$ cat src/rtl/ysyx_041514_alu_shift_pipe.sv
// Pipelined shift/rotate unit: a single left barrel (right ops via bit reversal)
// spread over STAGES registers behind a valid/ready handshake with flush.
module ysyx_041514_alu_shift_pipe #(
  parameter int XLEN    = 64,
  parameter int STAGES  = 2,
  parameter int TAG_W   = 5,
  parameter int WORD_EN = 1
) (
  input  logic                    clk,
  input  logic                    rst,
  input  logic                    in_valid_i,
  output logic                    in_ready_o,
  input  logic [2:0]              in_op_i,
  input  logic                    in_word_i,
  input  logic [XLEN-1:0]         in_num_i,
  input  logic [$clog2(XLEN)-1:0] in_count_i,
  input  logic [TAG_W-1:0]        in_tag_i,
  input  logic                    flush_i,
  output logic                    out_valid_o,
  input  logic                    out_ready_i,
  output logic [XLEN-1:0]         out_data_o,
  output logic [TAG_W-1:0]        out_tag_o,
  output logic                    busy_o
);
  localparam int LOG     = $clog2(XLEN);
  localparam int HW      = XLEN / 2;
  localparam bit WORD_OK = (WORD_EN != 0) && (XLEN == 64);

  function automatic logic [XLEN-1:0] f_rev(input logic [XLEN-1:0] v);
    logic [XLEN-1:0] r;
    for (int i = 0; i < XLEN; i++) r[i] = v[XLEN-1-i];
    return r;
  endfunction

  function automatic logic f_is_right(input logic [2:0] op);
    return (op == 3'd1) || (op == 3'd2) || (op == 3'd4);
  endfunction

  function automatic logic f_is_rot(input logic [2:0] op);
    return (op == 3'd3) || (op == 3'd4);
  endfunction

  function automatic logic [XLEN-1:0] f_finish(input logic [XLEN-1:0] v, input logic [2:0] op,
                                                input logic word, input logic [LOG-1:0] cnt,
                                                input logic sign);
    logic [XLEN-1:0] r;
    logic [XLEN-1:0] m;
    logic [HW-1:0]   m_lo;
    r    = f_is_right(op) ? f_rev(v) : v;
    m_lo = {HW{1'b1}} >> cnt;
    m    = word ? {{HW{1'b0}}, m_lo} : ({XLEN{1'b1}} >> cnt);
    if ((op == 3'd2) && sign) r = r | ~m;
    else r = r;
    if (word) r = {{HW{r[HW-1]}}, r[HW-1:0]};
    else r = r;
    if (op > 3'd4) r = {XLEN{1'b0}};
    else r = r;
    return r;
  endfunction

  logic                w_adv;
  logic                w_word;
  logic                w_sign;
  logic [LOG-1:0]      w_cnt;
  logic [XLEN-1:0]     w_x;
  logic [XLEN-1:0]     w_pre;
  logic [STAGES-1:0]   w_q_valid;
  logic [STAGES-1:0]   w_q_word;
  logic [STAGES-1:0]   w_q_sign;
  logic [2:0]          w_q_op   [STAGES];
  logic [LOG-1:0]      w_q_cnt  [STAGES];
  logic [TAG_W-1:0]    w_q_tag  [STAGES];
  logic [XLEN-1:0]     w_q_data [STAGES];

  assign w_adv      = ~out_valid_o | out_ready_i;
  assign in_ready_o = w_adv & ~flush_i;
  assign w_word     = WORD_OK & in_word_i;
  assign w_cnt      = w_word ? (in_count_i & LOG'(HW - 1)) : in_count_i;
  assign w_sign     = w_word ? in_num_i[HW-1] : in_num_i[XLEN-1];

  // Word rotates replicate the low half so a full-width rotate wraps within 32 bits.
  always_comb begin
    if (w_word && f_is_rot(in_op_i)) w_x = {in_num_i[HW-1:0], in_num_i[HW-1:0]};
    else if (w_word) w_x = {{HW{1'b0}}, in_num_i[HW-1:0]};
    else w_x = in_num_i;
    w_pre = f_is_right(in_op_i) ? f_rev(w_x) : w_x;
  end

  for (genvar s = 0; s < STAGES; s++) begin : g_stage
    logic             r_valid, r_word, r_sign;
    logic [2:0]       r_op;
    logic [LOG-1:0]   r_cnt;
    logic [TAG_W-1:0] r_tag;
    logic [XLEN-1:0]  r_data;
    logic             w_valid_in, w_word_in, w_sign_in;
    logic [2:0]       w_op_in;
    logic [LOG-1:0]   w_cnt_in;
    logic [TAG_W-1:0] w_tag_in;
    logic [XLEN-1:0]  w_data_in, w_data_nx;

    if (s == 0) begin : g_head
      assign w_valid_in = in_valid_i;
      assign w_word_in  = w_word;
      assign w_sign_in  = w_sign;
      assign w_op_in    = in_op_i;
      assign w_cnt_in   = w_cnt;
      assign w_tag_in   = in_tag_i;
      assign w_data_in  = w_pre;
    end else begin : g_body
      assign w_valid_in = w_q_valid[s-1];
      assign w_word_in  = w_q_word[s-1];
      assign w_sign_in  = w_q_sign[s-1];
      assign w_op_in    = w_q_op[s-1];
      assign w_cnt_in   = w_q_cnt[s-1];
      assign w_tag_in   = w_q_tag[s-1];
      assign w_data_in  = w_q_data[s-1];
    end

    // Barrel levels owned by this stage; the last stage also applies the output fix-up.
    always_comb begin
      w_data_nx = w_data_in;
      for (int k = 0; k < LOG; k++) begin
        if ((((k * STAGES) / LOG) == s) && w_cnt_in[k]) begin
          if (f_is_rot(w_op_in)) w_data_nx = (w_data_nx << (2**k)) | (w_data_nx >> (XLEN - 2**k));
          else w_data_nx = w_data_nx << (2**k);
        end else begin
          w_data_nx = w_data_nx;
        end
      end
      if (s == STAGES - 1) w_data_nx = f_finish(w_data_nx, w_op_in, w_word_in, w_cnt_in, w_sign_in);
      else w_data_nx = w_data_nx;
    end

    // Stage register: moves on the global enable; flush kills valid but keeps the payload.
    always_ff @(posedge clk or posedge rst) begin
      if (rst) begin
        r_valid <= 1'b0;
        r_word  <= 1'b0;
        r_sign  <= 1'b0;
        r_op    <= 3'd0;
        r_cnt   <= {LOG{1'b0}};
        r_tag   <= {TAG_W{1'b0}};
        r_data  <= {XLEN{1'b0}};
      end else begin
        if (flush_i) r_valid <= 1'b0;
        else if (w_adv) r_valid <= w_valid_in;
        else r_valid <= r_valid;
        if (w_adv && !flush_i) begin
          r_word <= w_word_in;
          r_sign <= w_sign_in;
          r_op   <= w_op_in;
          r_cnt  <= w_cnt_in;
          r_tag  <= w_tag_in;
          r_data <= w_data_nx;
        end
      end
    end

    assign w_q_valid[s] = r_valid;
    assign w_q_word[s]  = r_word;
    assign w_q_sign[s]  = r_sign;
    assign w_q_op[s]    = r_op;
    assign w_q_cnt[s]   = r_cnt;
    assign w_q_tag[s]   = r_tag;
    assign w_q_data[s]  = r_data;
  end

  assign out_valid_o = w_q_valid[STAGES-1];
  assign out_data_o  = w_q_data[STAGES-1];
  assign out_tag_o   = w_q_tag[STAGES-1];
  assign busy_o      = |w_q_valid;

endmodule

$ cat config.mk
export PLATFORM = sky130hd
export DESIGN_NAME = ysyx_041514_alu_shift_pipe
export DESIGN_NICKNAME = d
export VERILOG_FILES = /design/src/rtl/ysyx_041514_alu_shift_pipe.sv
export SDC_FILE = /design/constraint.sdc
export NUM_CORES = 1
export LEC_CHECK = 0
export ABC_AREA = 1
export CAP_MARGIN = 20
export CORE_MARGIN = 4
export CORE_UTILIZATION = 25
export CTS_CLUSTER_DIAMETER = 120
export DETAILED_ROUTE_END_ITERATION = 8
export MAX_ROUTING_LAYER = met4
export SLEW_MARGIN = 20
export SYNTH_ARGS = -nofsm -noshare
export SYNTH_HDL_FRONTEND = slang
export SYNTH_SLANG_ARGS = --single-unit
export TNS_END_PERCENT = 10
$ cat constraint.sdc
create_clock -name clk -period 12.3 [get_ports clk]
set_input_delay 2.46 -clock clk [delete_from_list [all_inputs] [get_ports clk]]
set_output_delay 2.46 -clock clk [all_outputs]
set_load 0.03 [all_outputs]
After elaboration in Yosys (flattened, before gate mapping):

Cells that the tools add are included.
W data, S select, Z words.

* input bits: 84
* bits in read-only memories: 0
* word-level logic and storage cells: 71
* memories kept: 0
* memory bits (writable): 0
* latch bits: 0
* register bits: 151

* $lt $le $gt $ge: 1
* equality and inequality tests: 8
* muxes and demuxes: 26
* reduce and logical (&&, ||, !) cells: 12
* $add $sub $neg: 0
* bitwise operators: 12
* divide/modulo/power cells: 0
* shift operators: 2
* multiply operators: 0

Operators by type and width (number)
* $mux W64: 20
* $not A64 Y64: 1
* $or A64 B1 Y64: 1
* $or A64 B16 Y64: 1
* $or A64 B2 Y64: 1
* $or A64 B32 Y64: 1
* $or A64 B4 Y64: 1
* $or A64 B64 Y64: 1
* $or A64 B8 Y64: 1
* $shr A64 B6 Y64 const A: 1
* $shr A32 B6 Y32 const A: 1
* $eq A3 B2 Y1 const B: 4
* $eq A3 B1 Y1 const B: 2
* $eq A3 B3 Y1 const B: 2
* $logic_or A1 B1 Y1: 6
* $mux W6: 1
* $mux W1: 5
* $gt A3 B3 Y1 const B: 1
* $logic_and A1 B1 Y1: 3
* $not A1 Y1: 2
* $reduce_bool A2 Y1: 1
* $reduce_or A2 Y1: 1
* $and A1 B1 Y1: 1
* $logic_not A1 Y1: 1
* $or A1 B1 Y1: 1

Longest topological paths before layout:

Gate-level depths: netlist of run 1.

* depth after elaboration: 15
* depth in mapped cells: 14
* gate-level depth less buffers: 11

Worst setup path after synthesis of run 1:

Ideal clock, no wire load.

* path kind: in2out
* start point: input port out_ready_i
* end point: output port in_ready_o
* path slack: 6656 ps
* stages: 3
* data arrival time: 3184 ps
* path through: nor2_1 -> nor2_2 -> clkbuf_1

* word-level cells in the longest chain between the ends: 2

RTL lines
* from (decl): RTL line 20 `input logic out_ready_i,`
* $or A1 B1 Y1: RTL line 75 `assign w_adv = ~out_valid_o | out_ready_i;`
* $and A1 B1 Y1: RTL line 76 `assign in_ready_o = w_adv & ~flush_i;`
* to (decl): RTL line 12 `output logic in_ready_o,`

No other way between the ends.

Worst setup path after layout of run 1:

Same ends and word-level chain as after synthesis.

==> results of run 1 <==
-- report_power, final --
| part | internal [mW] | switching [mW] |
|---|---|---|
| sequential | 0.600 | 0.0952 |
| combinational | 0.342 | 0.723 |
| clock | 0.267 | 0.250 |
-- worst paths after layout --
check	cells past startpoint	endpoint	from	slack, ns
min in group asynchronous	2	g_stage[0].r_data[51]	rst	2.57
hold / removal	2	g_stage[0].r_tag[1]	g_stage[0].r_tag[1]	0.47
hold reg to reg	2	g_stage[0].r_tag[1]	g_stage[0].r_tag[1]	0.47
setup / recovery	5	in_ready_o	out_ready_i	5.44
max in group asynchronous	3	out_data_o[9]	rst	8.34
setup reg to reg	10	out_data_o[48]	g_stage[0].r_cnt[4]	8.91
-- flip-flops by register name, summed over array words and instances, names as in the netlist --
| register | flops |
|---|---|
| g_stage.r_data | 64 |
| out_data_o | 64 |
| g_stage.r_cnt | 6 |
| g_stage.r_tag | 5 |
| out_tag_o | 5 |
| g_stage.r_op | 3 |
| g_stage.r_sign | 1 |
| g_stage.r_valid | 1 |
| g_stage.r_word | 1 |
| out_valid_o | 1 |
-- layer usage --
layer  routed length (microns)  part of all wire (%)  vias up
li1                          -                     -     7364
met1                     24600                    45     7108
met2                     23600                    43      736
met3                      4490                   8.2      106
met4                      1780                   3.3        0
met5                         0                     0        -
-- placed cells by master, fill, tap and decap left out, types with 4 or more instances in the layout --
cell             count
clkbuf_16           17
inv_1               91
clkdlybuf4s50_1    153
mux2i_1              8
inv_6                7
buf_4               21
inv_2               10
nor2_4               4
nor2_2               5
nor2_1              23
nand3_1            707
nand3_2             32
o21ai_1             24
o21ai_0             68
nand2_2              4
a21oi_1             52
inv_8                4
nand2_1            817
dfrtp_1            149
or2_2                7
o211ai_1             7
-- cell type report --
class	count	area, sq um
fillers	5829	36000
multi-input cells	1776	8190
flip-flops and latches	151	3780
repair buffers	175	1690
well taps	680	851
clock buffers	17	425
inverters	103	394
clock inverters	15	133
-- cell families after synthesis --
logic type | after synthesis
AO/OA/AOI/OAI | 163
multiplexers | 8
buffers and inverters | 259
flip-flops | 151
AND/OR/NAND/NOR | 1605
-- worst max-delay path, delay by kind of cell --
kind	cells	cell delay, ns
simple gates	2	0.34
buf+inv	3	1.57
==> run metrics, run 1 <==
status completed; Max IR drop VDD 0.105 mV; Pleak 7.45 nW; cell count after synthesis 2186; Yosys reg bits 151; Crit Path Class in -> out; total number of vias 15300; multiplexer share of the synthesized area 0.613%; first-pass GRT wire length 84100 microns; Worst Hold Class reg -> reg; post-route DRC violation count 0; via/cell ratio 5.25; largest net degree at the start of global routing 92; final-report setup violation count 0; Num CTS Buffers 17; Post-Synth XOR/XNOR Area 0%; DP Cell Count 2885; Post-CTS Hold Fix Bufs 0; RSZ-0062 raised after global routing no; Max FO, Critical Path 25; DRT iter0 DRCs 1815; register area share after synthesis 28.9%; slew margin rel. 36.8%; nets 2308; CP arrival 4.40 ns; DRT Pass-1 Iters 6; final wirelength 54500 microns; worst-path cell chain clkdlybuf4s50_1 -> nor2_1 -> nor2_2 -> buf_4 -> clkdlybuf4s50_1; CTS root buf clkbuf_16; # diodes 0; ANT nets after route 0; die area 56000 sq um; clk slew on worst S/H paths 0.07 ns; MaxCap Viol Count 0; Mapped Nets 2270; die height 237 microns; final std cells w/o fill 2917; Final GP Congestion 1.00; Synth Area in Adders 0%; antenna violations before repair 0; CP Capture Type output pin; later-pin clock latency in the skew report 0.46 ns; CP max-delay cell clkdlybuf4s50_1; Worst path max stage delay 0.74 ns; Cell Area, Synth 13100 sq um; Overflow after GRT 0; Max Buffers Root-to-Sink 2; dpl ws 5.43 ns; Yosys cell types 35; synth warn 0; GR peak layer met2; # port buffers 155; top post-synthesis cells by area dfrtp_1 29%, nand3_1 27%, nand2_1 23%; Fin Clk Skew 0.0172 ns; largest family of logic cells by synthesized area simple AND/OR/NAND/NOR gates; met3 Use GR 3.86%; Post-Route Utilization 30.0%; initial core utilization 25.4%; count leader, synth nand2_1; clk sinks 151; GRT met1 Usage 26.9%; Fmax 146 MHz; Primary FF master, synth dfrtp_1; Overall Global Routing Usage 19.6%; dominant cell type by area after synthesis dfrtp_1; PD cells 147 nW/um^2; vias in the first global route 14300; fin area 15500 sq um; io pins 156; post-synthesis compound-gate area fraction 6.69%; Power, Total 2.28 mW; setup_tns 0 ns; min cycle time layout 6.86 ns; core area 51500 sq um; layout cell share with drive strength beyond 1 5.77%; Min Hold Slack 0.473 ns; H-Tree Level Count 4; Post-Synth Simple-Gate Area 55.2%; FP Rows 83; startpoint type of the worst setup path input pin; period utilization 55.8%; global-route met2 utilization 29.0%; hpwl dp 40900 microns; top cells by count, synth 817 x nand2_1, 707 x nand3_1, 151 x dfrtp_1, 93 x inv_1, 68 x o21ai_0; CP Data Required Time 9.84 ns; Routed WL per cell 18.7 microns; Max Slew Vio Count 0; fin worst setup slack 5.44 ns; CTS resizes 0; FFs w/ async S/R, synth 100%; CTS tree yes; share of the synthesized area in the top cell type 28.9%; area grow syn2layout 18.5%; Final Hold Vio Count 0; die width 237 microns; Most common cell on crit path clkdlybuf4s50_1; DP Area 14900 sq um; actual slew at the worst max-slew pin 0.947 ns; Post-synth EDFFs 0; setup bufs post-CTS 0; Avg Inst Size Synth 5.97 sq um
No activity file was read; power rests on OpenSTA's default activity.
==> run 2, diff against run 1 <==
Clock period 12.3 ns to 7 ns, I/O delays scaled along.
==> run 2 against run 1 <==
Net effect:
- critical path depth unchanged
- first-iteration DRC count decreased by 9.6%
- register-to-register slack worse by 5.3 ns
- critical path type unchanged
- wire length grew 2.1%
- core utilization grew 0.15 points
- via count decreased by 0.50%
- sequential cell count unchanged
- hold slack better by 0.0050 ns
- count of clock-buffer cells in the layout stayed put
- total power up 81%
- largest cell class unchanged
- final area is 0.49% higher
==> run metrics, run 2 (synthesized netlist as in run 1, its figures left out) <==
most frequent cells in the layout 817 x nand2_1, 707 x nand3_1, 153 x clkdlybuf4s50_1, 148 x dfrtp_1, 91 x inv_1; worst-path cell chain clkdlybuf4s50_1 -> nor2_1 -> nor2_2 -> buf_4 -> clkdlybuf4s50_1; period utilization 66.7%; Crit Path Class in -> out; Overflow after GRT 0; status completed; die area 56000 sq um; commonest non-fill, non-tap cell in the layout nand2_1; CTS tree yes; H-Tree Level Count 4; die height 237 microns; Max Slew Vio Count 0; DRT Pass-1 Iters 7; Max FO, Critical Path 16; CP Capture Type output pin; area grow syn2layout 19.0%; hpwl dp 42300 microns; actual slew at the worst max-slew pin 0.994 ns; Fin Clk Skew 0.0221 ns; sequential share of power 30.1%; vias in the first global route 14400; ANT nets after route 0; via/cell ratio 5.22; later-pin clock latency in the skew report 0.46 ns; Hold Path Sink g_stage[0].r_tag[2]; switching part of the total 46.4%; switching pwr 1.91 mW; CP arrival 3.27 ns; CTS resizes 0; startpoint type of the worst setup path input pin; Hold Crit Depth 2; die width 237 microns; RSZ-0062 raised after global routing no; min cycle time layout 4.67 ns; Pleak 7.48 nW; CP Data Required Time 5.60 ns; initial core utilization 25.4%; setup bufs post-CTS 0; Max IR drop VDD 0.170 mV; slew margin rel. 33.6%; layout cell share with drive strength beyond 1 5.90%; Routed WL per cell 19.1 microns; CP max-delay cell clkdlybuf4s50_1; clock share of power 24.6%; Post-Route Utilization 30.2%; core area 51500 sq um; final wirelength 55700 microns; clk slew on worst S/H paths 0.07 ns; Num CTS Buffers 17; power share of the combinational group 45.3%; nets 2310; post-route DRC violation count 0; Worst R2R Setup Slack 3.64 ns; # port buffers 155; Max Buffers Root-to-Sink 2; Post-CTS Hold Fix Bufs 0; clk sinks 151; Int Pwr 2.20 mW; cells on worst reg2reg path 10; CTS root buf clkbuf_16; Min Hold Slack 0.478 ns; first-pass GRT wire length 86300 microns; worst r2r src g_stage[0].r_cnt[4]; Worst Hold Class reg -> reg; reg-to-reg critical path endpoint out_data_o[45]; io pins 156; MaxCap Viol Count 0; Final Hold Vio Count 0; total number of vias 15200; FP Rows 83; final-report setup violation count 0; Worst path max stage delay 0.70 ns; Overall Global Routing Usage 20.1%; antenna violations before repair 0; Final GP Congestion 0.997; Fmax 214 MHz; DRT iter0 DRCs 1640; PD cells 264 nW/um^2; Hold Crit Start g_stage[0].r_tag[2]; largest net degree at the start of global routing 92; Most common cell on crit path clkdlybuf4s50_1; # diodes 0; setup_tns 0 ns
## run 2: changes by cell type in the layout (fill, tap and decap cells not counted), sizes merged
cell / previous run / this run
clkinv: 4 / 1
inv: 113 / 114
bufinv: 0 / 2
buf: 22 / 24
## run 2: metal layers
metal	share of wire, %	routed length (microns)	GRT usage [%]	up-vias
li1	-	-	-	7374
met1	45	25100	27.7	7118
met2	43	23800	29.0	651
met3	8.1	4520	4.30	94
met4	4.0	2210	7.54	0
met5	0	0	-	-
## run 2: final cells by class
cell class                      count  area (sq um)
Fill cell                        5830         36000
Inverter                          103           394
Clock inverter                     15           195
Sequential cell                   151          3780
Multi-Input combinational cell   1776          8190
Tap cell                          680           851
Clock buffer                       17           425
Timing Repair Buffer              177          1710
## run 2: how the worst max path moves through the flow
stage | cells past startpoint | from | slack [ns] | to
CTS | 5 | out_ready_i | 2.30 | in_ready_o
detailed placement | 5 | out_ready_i | 2.31 | in_ready_o
finish | 5 | out_ready_i | 2.33 | in_ready_o
floorplan | 1 | rst | 1.54 | g_stage[0].r_cnt[0]
global placement | 5 | out_ready_i | 2.29 | in_ready_o
global route | 5 | out_ready_i | 2.21 | in_ready_o
## run 2: per-stage QoR
stage          setup slack [ns]  total power [mW]  instances  instance area, sq um
3_5_place_dp               2.31              3.10       2887                 14900
6_report                   2.33              4.11       2919                 15500
5_1_grt                    2.21              4.38       2919                 15500
2_1_floorplan              1.54              2.41       2186                 13100
3_3_place_gp               2.29              3.09       2887                 14900
4_1_cts                    2.30              4.12       2919                 15500
## run 2: critical path, delay by kind of cell
family,cells,cell delay (ns)
buf+inv,3,1.45
simple gates,2,0.40
## run 2: power groups by stage
stage	clock network, mW	logic, mW	registers, mW
floorplan	0	1.02	1.38
global placement	0	1.85	1.25
detailed placement	0	1.85	1.25
CTS	1.03	1.86	1.24
global route	1.07	2.05	1.26
finish	1.01	1.86	1.24
